<file path="src/rtl/div32_seq.sv">
// -----------------------------------------------------------------------------
// div32_seq -- sequential 32-bit restoring divider, signed or unsigned.
//
// Retires one quotient bit per cycle. Divide-by-zero and the signed overflow
// case (0x80000000 / 0xFFFFFFFF) skip the iteration and go straight to DONE.
//
// State table:
//   state   | meaning
//   IDLE    | waiting for operands, in_ready=1
//   DIV     | 32 restoring iterations, one quotient bit per cycle
//   FIXUP   | apply signs to quotient and remainder
//   DONE    | result held on outputs until out_ready
//
// Ports:
//   clk, rst            clock, asynchronous active-high reset
//   in_valid/in_ready   operand handshake (dividend, divisor, is_signed)
//   out_valid/out_ready result handshake (quotient, remainder, flags)
//   div_by_zero         divisor was zero
//   ovf                 signed 0x80000000 / 0xFFFFFFFF
//   busy                high in any state other than IDLE
// -----------------------------------------------------------------------------
module div32_seq (
  input  logic        clk,
  input  logic        rst,
  input  logic        in_valid,
  output logic        in_ready,
  input  logic [31:0] dividend,
  input  logic [31:0] divisor,
  input  logic        is_signed,
  output logic        out_valid,
  input  logic        out_ready,
  output logic [31:0] quotient,
  output logic [31:0] remainder,
  output logic        div_by_zero,
  output logic        ovf,
  output logic        busy
);

  typedef enum logic [1:0] {
    S_IDLE  = 2'd0,
    S_DIV   = 2'd1,
    S_FIXUP = 2'd2,
    S_DONE  = 2'd3
  } state_t;

  state_t      state_q, state_d;
  // dq holds the dividend magnitude; quotient bits shift in from the LSB as
  // dividend bits shift out of the MSB, so after 32 steps it is the quotient.
  logic [31:0] dq_q, dq_d;
  logic [31:0] rem_q, rem_d;
  logic [31:0] dvs_q, dvs_d;
  logic [4:0]  cnt_q, cnt_d;
  logic        neg_a_q, neg_a_d;
  logic        neg_b_q, neg_b_d;
  logic        dz_q, dz_d;
  logic        ovf_q, ovf_d;

  logic [32:0] shifted;
  logic [32:0] diff;
  logic [31:0] mag_a;
  logic [31:0] mag_b;

  assign shifted = {rem_q, dq_q[31]};
  assign diff    = shifted - {1'b0, dvs_q};
  assign mag_a   = (is_signed && dividend[31]) ? (32'd0 - dividend) : dividend;
  assign mag_b   = (is_signed && divisor[31])  ? (32'd0 - divisor)  : divisor;

  always_comb begin
    state_d = state_q;
    dq_d    = dq_q;
    rem_d   = rem_q;
    dvs_d   = dvs_q;
    cnt_d   = cnt_q;
    neg_a_d = neg_a_q;
    neg_b_d = neg_b_q;
    dz_d    = dz_q;
    ovf_d   = ovf_q;

    case (state_q)
      S_IDLE: begin
        if (in_valid) begin
          if (divisor == 32'd0) begin
            dq_d    = 32'hFFFF_FFFF;
            rem_d   = dividend;
            dz_d    = 1'b1;
            state_d = S_DONE;
          end else if (is_signed && (dividend == 32'h8000_0000) &&
                       (divisor == 32'hFFFF_FFFF)) begin
            dq_d    = 32'h8000_0000;
            rem_d   = 32'd0;
            ovf_d   = 1'b1;
            state_d = S_DONE;
          end else begin
            dq_d    = mag_a;
            dvs_d   = mag_b;
            rem_d   = 32'd0;
            cnt_d   = 5'd31;
            neg_a_d = is_signed & dividend[31];
            neg_b_d = is_signed & divisor[31];
            state_d = S_DIV;
          end
        end
      end

      S_DIV: begin
        // diff[32] set means the trial subtraction borrowed: restore.
        if (!diff[32]) begin
          rem_d = diff[31:0];
          dq_d  = {dq_q[30:0], 1'b1};
        end else begin
          rem_d = shifted[31:0];
          dq_d  = {dq_q[30:0], 1'b0};
        end
        if (cnt_q == 5'd0) begin
          state_d = S_FIXUP;
        end else begin
          cnt_d = cnt_q - 5'd1;
        end
      end

      S_FIXUP: begin
        if (neg_a_q ^ neg_b_q) dq_d  = 32'd0 - dq_q;
        if (neg_a_q)           rem_d = 32'd0 - rem_q;
        state_d = S_DONE;
      end

      S_DONE: begin
        if (out_ready) begin
          dz_d    = 1'b0;
          ovf_d   = 1'b0;
          state_d = S_IDLE;
        end
      end

      default: state_d = S_IDLE;
    endcase
  end

  always_ff @(posedge clk or posedge rst) begin
    if (rst) begin
      state_q <= S_IDLE;
      dq_q    <= 32'd0;
      rem_q   <= 32'd0;
      dvs_q   <= 32'd0;
      cnt_q   <= 5'd0;
      neg_a_q <= 1'b0;
      neg_b_q <= 1'b0;
      dz_q    <= 1'b0;
      ovf_q   <= 1'b0;
    end else begin
      state_q <= state_d;
      dq_q    <= dq_d;
      rem_q   <= rem_d;
      dvs_q   <= dvs_d;
      cnt_q   <= cnt_d;
      neg_a_q <= neg_a_d;
      neg_b_q <= neg_b_d;
      dz_q    <= dz_d;
      ovf_q   <= ovf_d;
    end
  end

  assign in_ready    = (state_q == S_IDLE);
  assign out_valid   = (state_q == S_DONE);
  assign busy        = (state_q != S_IDLE);
  assign quotient    = dq_q;
  assign remainder   = rem_q;
  assign div_by_zero = dz_q;
  assign ovf         = ovf_q;

endmodule

</file>
<file path="config.mk">
export PLATFORM = sky130hd
export DESIGN_NAME = div32_seq
export DESIGN_NICKNAME = d
export VERILOG_FILES = /design/src/rtl/div32_seq.sv
export SDC_FILE = /design/constraint.sdc
export NUM_CORES = 1
export LEC_CHECK = 0
export ABC_AREA = 1
export BUFFER_PORTS_ARGS = -buffer_cell sky130_fd_sc_hd__buf_2
export CAP_MARGIN = 30
export CORE_MARGIN = 5
export CORE_UTILIZATION = 27
export CTS_CLUSTER_DIAMETER = 100
export DETAILED_ROUTE_END_ITERATION = 16
export GPL_TIMING_DRIVEN = 0
export HOLD_SLACK_MARGIN = 0.06
export PLACE_DENSITY_LB_ADDON = 0.12
export SLEW_MARGIN = 0
export SYNTH_ARGS = -nofsm -noshare
export SYNTH_HDL_FRONTEND = slang
export SYNTH_SLANG_ARGS = --single-unit
</file>
<file path="constraint.sdc">
create_clock -name clk -period 3.2 [get_ports clk]
set_input_delay 0.48 -clock clk [delete_from_list [all_inputs] [get_ports clk]]
set_output_delay 0.48 -clock clk [all_outputs]
set_load 0.1 [all_outputs]
</file>
==> flow_summary.json, run 1 <==
{
  "syn_area_mm2": 0.01183,
  "worstRegToRegCells": 8,
  "syn-num-nets": 2146,
  "timing.rr.start": "state_q[1]",
  "gp_congestion": 0.9185,
  "min_from": "divisor[31]",
  "clkTransAtPathRegs_ns": 0.09,
  "slew_viol_final": 0,
  "crit_chain": "inv_1 -> ha_1 -> clkbuf_1 -> clkinv_1 -> clkbuf_1 -> o211ai_1 -> o211ai_1 -> o21ai_0",
  "ant_nets": 0,
  "cp_max_fo": 10,
  "hold_violations": 0,
  "start_kind": "register",
  "route.detailed.drc": 0,
  "async_flop_share_pct": 100.0,
  "synth-edff-count": 0,
  "cts_tree": "yes",
  "yosysTopAreaCell": "dfrtp_1",
  "critPathTopFamily": "buffers and inverters",
  "hold_path.class": "in2reg",
  "synth_commonest_cells": "nand2_1 (623), inv_1 (313), nor2_1 (216)",
  "hold_ws_ns": 0.4461,
  "gr-usage-met2_pct": 33.18,
  "critical_path_class": "reg2reg",
  "hold_depth": 3,
  "overflow": 0,
  "start_util_pct": 27.41,
  "die_x_um": 219.3,
  "die_area_mm2": 0.04811,
  "synth_seq_cells": 107,
  "final.period_utilization_pct": 93.40,
  "crit_cells": 8,
  "root_buffer": "clkbuf_16",
  "ys_types": 48,
  "drt_pre_antenna_iters": 5,
  "port_buffers": 137,
  "dp_slack_ns": 0.1010,
  "drtIter0Drc": 1074,
  "drt-total-wl_um": 52830,
  "hpwl_um": 43980,
  "worst_path_largest_cell_delay_ns": 0.65,
  "vias": 13583,
  "io_pins": 138,
  "ys_top_cells_by_area": "dfrtp_1 (23%), nand2_1 (20%), inv_1 (9.9%), nor2_1 (6.9%), nand3_1 (6.2%)",
  "synth_seq_area_share_pct": 22.63,
  "clock_sinks": 107,
  "synth_ff_type": "dfrtp_1",
  "cts_buffers": 9,
  "vias_per_cell": 4.893,
  "rows": 76,
  "finalWorstSetupSlack_ns": 0.2112,
  "diodes": 0,
  "finalCriticalPeriod_ns": 2.989,
  "synth.most_common_cell": "nand2_1",
  "synthToLayoutAreaGrowth_pct": 15.33,
  "fp.dieH_um": 219.3,
  "run_status": "complete, no violations",
  "tns_ns": 0,
  "synth_top_cell_area_share_pct": 22.63,
  "clk_latency_ns": 0.39,
  "avgSynthCellArea_um2": 5.820,
  "busiest_layer": "met2",
  "rsz0062_at_grt": "false",
  "final_nets": 2299,
  "fmax_ghz": 0.3346,
  "critical-path-slowest-cell": "clkinv_1",
  "setup_violations": 0,
  "grt_max_degree": 36,
  "worst_pin_slew_ns": 0.9014,
  "grtUsageTotal_pct": 21.59,
  "grt_pass1_wl_um": 78600,
  "antenna_found_initial": 0,
  "worstPathRequired_ns": 3.50,
  "avgRoutedWirePerCell_um": 19.03,
  "synth_cells": 2033,
  "ys_warn_count": 0,
  "clock_path_buffers": 2,
  "arrival_ns": 3.29,
  "drive_gt1_share_pct": 10.82,
  "grtUsageMet3_pct": 2.414,
  "maxCapViolCount": 0,
  "critical_path_buf_inv_count": 4,
  "setup.worst_path.end_class": "register",
  "grt_pass1_vias": 12816,
  "use_met1_pct": 32.13,
  "cts_htree_levels": 3,
  "slew_headroom_pct": 39.91,
  "critPathLaunch": "state_q[1]",
  "core_mm2": 0.04317,
  "finClkSkew_ns": 0.01747
}
[stage by stage]
stage          std cells  cell area, um2  util, %
2_1_floorplan       2033           11840        -
3_3_place_gp        2755           13260    30.70
3_5_place_dp        2758           13320    30.84
4_1_cts             2775           13640    31.58
5_1_grt             2776           13650    31.61
6_report            2776           13650    31.61
[placed cells by master, fill, tap and decap left out, types with 3 or more instances in the layout]
cell type	n
inv_1	311
clkbuf_1	36
nor3_1	35
buf_6	10
o31ai_1	5
o21ai_1	16
dfrtp_1	107
nand2_2	8
nor4_1	8
a21oi_1	118
nand2_1	623
buf_12	3
o21ai_2	14
o22ai_1	14
buf_2	148
inv_2	10
or2_2	6
nor2_2	6
o21ai_0	123
nor4_2	3
nand3b_1	4
xnor2_1	12
a31oi_1	4
nand3_1	146
clkinv_1	4
xor2_1	56
o211ai_1	7
ha_1	42
nor2_1	216
nand4_1	40
clkbuf_16	9
o21bai_1	14
[flip-flops by register name, indices dropped and copies added (netlist names)]
register     count
cnt_q            5
div_by_zero      1
dvs_q           32
neg_a_q          1
neg_b_q          1
ovf              1
quotient        32
remainder       32
state_q          2
[final timing paths]
check | endpoint | slack, ns
max | quotient[6] | 0.21
min | dvs_q[31] | 0.45
max reg2reg | quotient[6] | 0.21
min reg2reg | dvs_q[3] | 0.49
max in group asynchronous | dvs_q[18] | 1.84
min in group asynchronous | remainder[6] | 0.61
[final cells by class]
cell class / instances / area, um2
Tap cell: 585 / 732.0
Clock inverter: 4 / 73.82
Sequential cell: 107 / 2678
Clock buffer: 12 / 236.5
Buffer: 57 / 306.5
Fill cell: 4996 / 29530
Inverter: 327 / 1236
Timing Repair Buffer: 142 / 763.2
Multi-Input combinational cell: 1542 / 7620
[worst register-to-register path, delay by kind of cell (launching register included)]
family                     cells  cell delay (ns)
adders and majority gates      1             0.16
DFF                            1             0.41
AOI/OAI and AO/OA              3             0.59
buffers and inverters          4             1.76
[cells by family (layout without fill, tap and decap cells)]
logic type / Yosys count / in the layout / share of synthesized area [%]
flops: 107 / 107 / 22.63
xor+xnor: 68 / 68 / 5.034
mux: 1 / 1 / 0.08461
compound gates: 324 / 324 / 15.21
simple gates: 1105 / 1105 / 39.34
fa+ha+maj: 44 / 44 / 4.717
buf+inv: 384 / 542 / 12.99
[what timing repair did]
| item | CTS | global route |
|---|---|---|
| setup endpoints to repair | 0 | 18 |
| endpoints found under the hold margin | 9 | 0 |
| setup buffers | 0 | 1 |
| hold buffers | 1 | 0 |
| gates resized for setup | 0 | 2 |
[routing by layer]
layer	vias up	wire length (um)
li1	6803	-
met2	435	22770
met1	6282	26120
met3	63	2833
met4	0	1115
met5	-	0
Power of run 1 is left out: the tool's default activity adds up to more than one toggle a clock period on the data nets, which glitch-free logic cannot reach.
==> run 2: changes to the inputs <==
--- a/config.mk
+++ b/config.mk
@@ -5,7 +5,6 @@
 export SDC_FILE = /design/constraint.sdc
 export NUM_CORES = 1
 export LEC_CHECK = 0
-export ABC_AREA = 1
 export BUFFER_PORTS_ARGS = -buffer_cell sky130_fd_sc_hd__buf_2
 export CAP_MARGIN = 30
 export CORE_MARGIN = 5
==> flow_summary.json, run 2 <==
{
  "run_status": "complete, no violations",
  "finalCriticalPeriod_ns": 3.165,
  "hold_violations": 0,
  "route.detailed.drc": 0,
  "ys_top_cells_by_area": "dfrtp_1 (26%), a21oi_1 (7.0%), nand2_1 (5.5%), xor2_1 (5.4%), ha_1 (5.3%)",
  "hold_path.class": "in2reg",
  "worst_pin_slew_ns": 1.168,
  "start_util_pct": 27.21,
  "syn-num-nets": 1446,
  "post-route-util_pct": 34.05,
  "cts_buffers": 9,
  "vias": 10678,
  "arrival_ns": 3.43,
  "io_pins": 138,
  "grtUsageMet3_pct": 3.237,
  "slew_headroom_pct": 21.53,
  "rows": 71,
  "setup.worst_path.end_class": "register",
  "yosysTopAreaCell": "dfrtp_1",
  "die_x_um": 204.2,
  "grt_pass1_wl_um": 63980,
  "busiest_layer": "met2",
  "synth_seq_area_share_pct": 26.31,
  "grt_max_degree": 38,
  "ant_nets": 0,
  "clock_sinks": 107,
  "core_mm2": 0.03740,
  "clock_path_buffers": 2,
  "cp_max_fo": 7,
  "layout_common_cells": "buf_2 (153), nand2_1 (148), a21oi_1 (139), nor2_1 (115), o21ai_0 (93)",
  "rsz0062_at_grt": "true",
  "ys_types": 81,
  "gp_congestion": 0.8596,
  "start_kind": "register",
  "antenna_found_initial": 1,
  "drtIter0Drc": 683,
  "drt-total-wl_um": 43000,
  "grtUsageTotal_pct": 19.92,
  "synth_commonest_cells": "nand2_1 (150), a21oi_1 (143), nor2_1 (115)",
  "cts_htree_levels": 3,
  "synth-edff-count": 0,
  "ys_warn_count": 0,
  "avgSynthCellArea_um2": 7.635,
  "slew_viol_final": 0,
  "hpwl_um": 32950,
  "root_buffer": "clkbuf_16",
  "async_flop_share_pct": 100.0,
  "fill_cells": 4104,
  "synth_cells": 1333,
  "worstPathRequired_ns": 3.46,
  "synthToLayoutAreaGrowth_pct": 25.12,
  "synth.most_common_cell": "nand2_1",
  "use_met1_pct": 27.12,
  "gr-usage-met2_pct": 33.43,
  "synth_ff_type": "dfrtp_1",
  "final_nets": 1628,
  "synth_seq_cells": 107,
  "maxCapViolCount": 0,
  "clk_latency_ns": 0.38,
  "setup_violations": 0,
  "clkTransAtPathRegs_ns": 0.08,
  "layout.cells.most_common": "buf_2",
  "port_buffers": 137,
  "drt_pre_antenna_iters": 5,
  "syn_area_mm2": 0.01018,
  "finClkSkew_ns": 0.01925,
  "overflow": 0,
  "vias_per_cell": 5.258,
  "fp.dieH_um": 204.2,
  "seq_area_mm2": 0.002704,
  "grt_pass1_vias": 10335,
  "multiInputGateArea_mm2": 0.007423,
  "drive_gt1_share_pct": 23.04,
  "synth_top_cell_area_share_pct": 26.31,
  "fmax_ghz": 0.3160,
  "cts_tree": "yes",
  "die_area_mm2": 0.04168,
  "avgRoutedWirePerCell_um": 21.17,
  "final.period_utilization_pct": 98.91,
  "critical_path_class": "reg2reg"
}
run 2: what timing repair did:
action,4_1_cts,5_1_grt
hold buffers,1,0
gates resized for setup,34,46
setup endpoints to repair,77,92
pin swaps,8,19
gates cloned,1,1
buffers inserted,14,21
hold endpoints to repair,3,0
run 2: path summary, 6_finish.rpt:
check / slack (ns) / cells past startpoint / startpoint / endpoint
setup / recovery: 0.04 / 11 / remainder[13] / remainder[13]
hold / removal: 0.41 / 3 / divisor[19] / dvs_q[19]
setup reg to reg: 0.04 / 11 / remainder[13] / remainder[13]
hold reg to reg: 0.51 / 2 / ovf / ovf
max in group asynchronous: 1.92 / 5 / rst / dvs_q[29]
min in group asynchronous: 0.55 / 3 / rst / quotient[9]
run 2: cell families (layout without fill, tap and decap cells):
family	after synthesis	after routing	synth area share, %
adder cells (fa/ha/maj)	44	44	5.483
buffers and inverters	141	327	5.704
XOR/XNOR	121	121	10.60
AND/OR/NAND/NOR	485	485	23.33
other	0	1	0
flip-flops	107	107	26.31
multiplexers	34	34	3.725
AO/OA/AOI/OAI	401	401	24.85
run 2: stage by stage:
stage                      TNS [ns]  std cells  setup slack, ns  cell area [um2]  hold WS, ns
after floorplan              -2.398       1333          -0.1944            10430       0.4799
final                             0       2031          0.03501            12730       0.4143
after global placement       -34.75       1981          -0.6499            11760       0.4894
after global routing        -0.2369       2031         -0.03827            12730       0.4372
after detailed placement     -33.66       1985          -0.6550            11820       0.4108
after CTS                 -0.007159       2014        -0.007159            12390       0.4077
run 2: layout make-up:
| class | count | share of cell area [%] |
|---|---|---|
| clock inverters | 4 | 0.3537 |
| multi-input cells | 1085 | 58.30 |
| inverters | 64 | 1.916 |
| plain buffers | 70 | 2.781 |
| well taps | 511 | 5.021 |
| diodes | 1 | 0.01965 |
| clock buffers | 11 | 1.828 |
| repair buffers | 178 | 8.549 |
| flip-flops and latches | 107 | 21.23 |
run 2: worst max-delay path, cell delays in order (launching register included):
cell and delay, ns:
dfrtp_2 0.48, ha_4 0.33, nand4_1 0.14, or4_4 0.52
o31ai_4 0.32, o21ai_2 0.13, xnor2_4 0.16, buf_12 0.16
buf_8 0.13, mux2_2 0.36, a221oi_2 0.22, nor3_1 0.09
run 2: per-layer routing:
layer | vias to the layer above | part of all wire (%)
met3 | 43 | 5.9
met5 | - | 0
met1 | 5071 | 46
li1 | 5187 | -
met2 | 377 | 47
met4 | 0 | 1.6
Power of run 2 is left out for the same reason.
==> run 3: changes to the inputs <==
--- a/config.mk
+++ b/config.mk
@@ -6,7 +6,7 @@
 export NUM_CORES = 1
 export LEC_CHECK = 0
 export BUFFER_PORTS_ARGS = -buffer_cell sky130_fd_sc_hd__buf_2
-export CAP_MARGIN = 30
+export CAP_MARGIN = 20
 export CORE_MARGIN = 5
 export CORE_UTILIZATION = 27
 export CTS_CLUSTER_DIAMETER = 100
@@ -14,6 +14,7 @@
 export GPL_TIMING_DRIVEN = 0
 export HOLD_SLACK_MARGIN = 0.06
 export PLACE_DENSITY_LB_ADDON = 0.12
+export SKIP_CTS_REPAIR_TIMING = 1
 export SLEW_MARGIN = 0
 export SYNTH_ARGS = -nofsm -noshare
 export SYNTH_HDL_FRONTEND = slang
==> constraint.sdc (replaced) <==
create_clock -name clk -period 2.8 [get_ports clk]
set_input_delay 0.42 -clock clk [delete_from_list [all_inputs] [get_ports clk]]
set_output_delay 0.42 -clock clk [all_outputs]
set_load 0.1 [all_outputs]
==> flow_summary.json, run 3 (synthesis gave the netlist of run 2 again) <==
{
  "run_status": "finished, violations left",
  "failed_checks": "negative setup slack",
  "die_area_mm2": 0.04168,
  "setup_violations": 33,
  "cts_buffers": 9,
  "tns_ns": -8.927,
  "die_x_um": 204.2,
  "avgRoutedWirePerCell_um": 20.88,
  "clkTransAtPathRegs_ns": 0.08,
  "start_kind": "register",
  "start_util_pct": 27.21,
  "finClkSkew_ns": 0.01764,
  "drtIter0Drc": 662,
  "core_mm2": 0.03740,
  "cts_htree_levels": 3,
  "fmax_ghz": 0.3186,
  "hpwl_um": 33060,
  "vias_per_cell": 5.195,
  "slew_headroom_pct": 44.11,
  "final_nets": 1652,
  "grt_pass1_vias": 10214,
  "critPathTopFamily": "simple AND/OR/NAND/NOR gates",
  "fill_cells": 4043,
  "hold_path.class": "in2async",
  "drive_gt1_share_pct": 27.72,
  "synthToLayoutAreaGrowth_pct": 29.80,
  "slew_viol_final": 0,
  "final.period_utilization_pct": 112.1,
  "critical_path_buf_inv_count": 2,
  "rsz0062_at_grt": "true",
  "gp_congestion": 0.8616,
  "vias": 10691,
  "critical_path_class": "reg2reg",
  "root_buffer": "clkbuf_16",
  "cp_max_fo": 8,
  "route.detailed.drc": 0,
  "grtUsageTotal_pct": 19.77,
  "grt_pass1_wl_um": 63440,
  "layout_common_cells": "buf_2 (150), nand2_1 (146), a21oi_1 (138), nor2_1 (111), o21ai_0 (90)",
  "post-route-util_pct": 35.32,
  "layout.cells.most_common": "buf_2",
  "clock_path_buffers": 2,
  "ant_nets": 0,
  "rrSetupSlack_ns": -0.34,
  "final_area_mm2": 0.01321,
  "finalWorstSetupSlack_ns": -0.3383,
  "clock_sinks": 107,
  "drt_pre_antenna_iters": 5,
  "drt-total-wl_um": 42970,
  "arrival_ns": 3.41,
  "fp.dieH_um": 204.2,
  "placed_area_mm2": 0.01185,
  "finalCriticalPeriod_ns": 3.138,
  "io_pins": 138,
  "hold_violations": 0,
  "crit_chain": "ha_2 -> nand3_2 -> or4_4 -> o31ai_4 -> o21ai_2 -> xnor2_4 -> buf_12 -> clkbuf_16 -> mux2_4 -> a221oi_2 -> nor3_2",
  "maxCapViolCount": 0,
  "port_buffers": 137,
  "worst_pin_slew_ns": 0.8383,
  "critical-path-slowest-cell": "or4_4",
  "overflow": 0,
  "worst_path_largest_cell_delay_ns": 0.54,
  "clk_latency_ns": 0.38,
  "setup.worst_path.end_class": "register",
  "cts_tree": "yes",
  "worstPathRequired_ns": 3.07,
  "rows": 71,
  "antenna_found_initial": 2,
  "grt_max_degree": 35
}
## run 3: changes by cell type in the layout (fill, tap and decap cells not counted), moves of 4 or more
cell      previous run  this run
buf_4               34        57
dfrtp_1             86        77
dfrtp_2             21        30
clkbuf_1            44        36
clkbuf_2             5        12
nor3_1              61        56
buf_6                0         4
mux2_4              14        18
nor2_1             115       111
## run 3: metal layers
layer	up-vias	GRT usage (%)	share of wire [%]
met2	277	32.94	48
met1	5113	27.31	46
met5	-	0	0
met3	43	2.333	4.2
li1	5258	-	-
met4	0	5.145	1.9
## run 3: final timing paths
check | startpoint | end | cells after the start
setup reg to reg | remainder[19] | remainder[10] | 11
max in group asynchronous | rst | remainder[28] | 4
min in group clk | divisor[19] | dvs_q[19] | 3
setup / recovery | remainder[19] | remainder[10] | 11
hold reg to reg | ovf | ovf | 2
hold / removal | rst | quotient[10] | 2
## run 3: layout make-up
| cell class | instances | area [um2] | area share (%) |
|---|---|---|---|
| diodes | 3 | 7.507 | 0.05683 |
| plain buffers | 69 | 356.6 | 2.699 |
| well taps | 511 | 639.4 | 4.840 |
| multi-input cells | 1085 | 7640 | 57.83 |
| inverters | 64 | 244.0 | 1.847 |
| repair buffers | 203 | 1303 | 9.860 |
| clock buffers | 12 | 256.5 | 1.942 |
| flip-flops and latches | 107 | 2715 | 20.55 |
| clock inverters | 4 | 48.80 | 0.3694 |
## run 3: metrics by stage
stage                     setup WS [ns]  hold WS (ns)  instances
after floorplan                 -0.5933        0.4799       1333
after global placement          -0.9732        0.4890       1981
after detailed placement         -1.001        0.4977       1984
after CTS                       -0.8452        0.1295       2000
after global routing            -0.4777        0.1607       2057
final                           -0.3383        0.1165       2058
Power of run 3 is left out for the same reason.
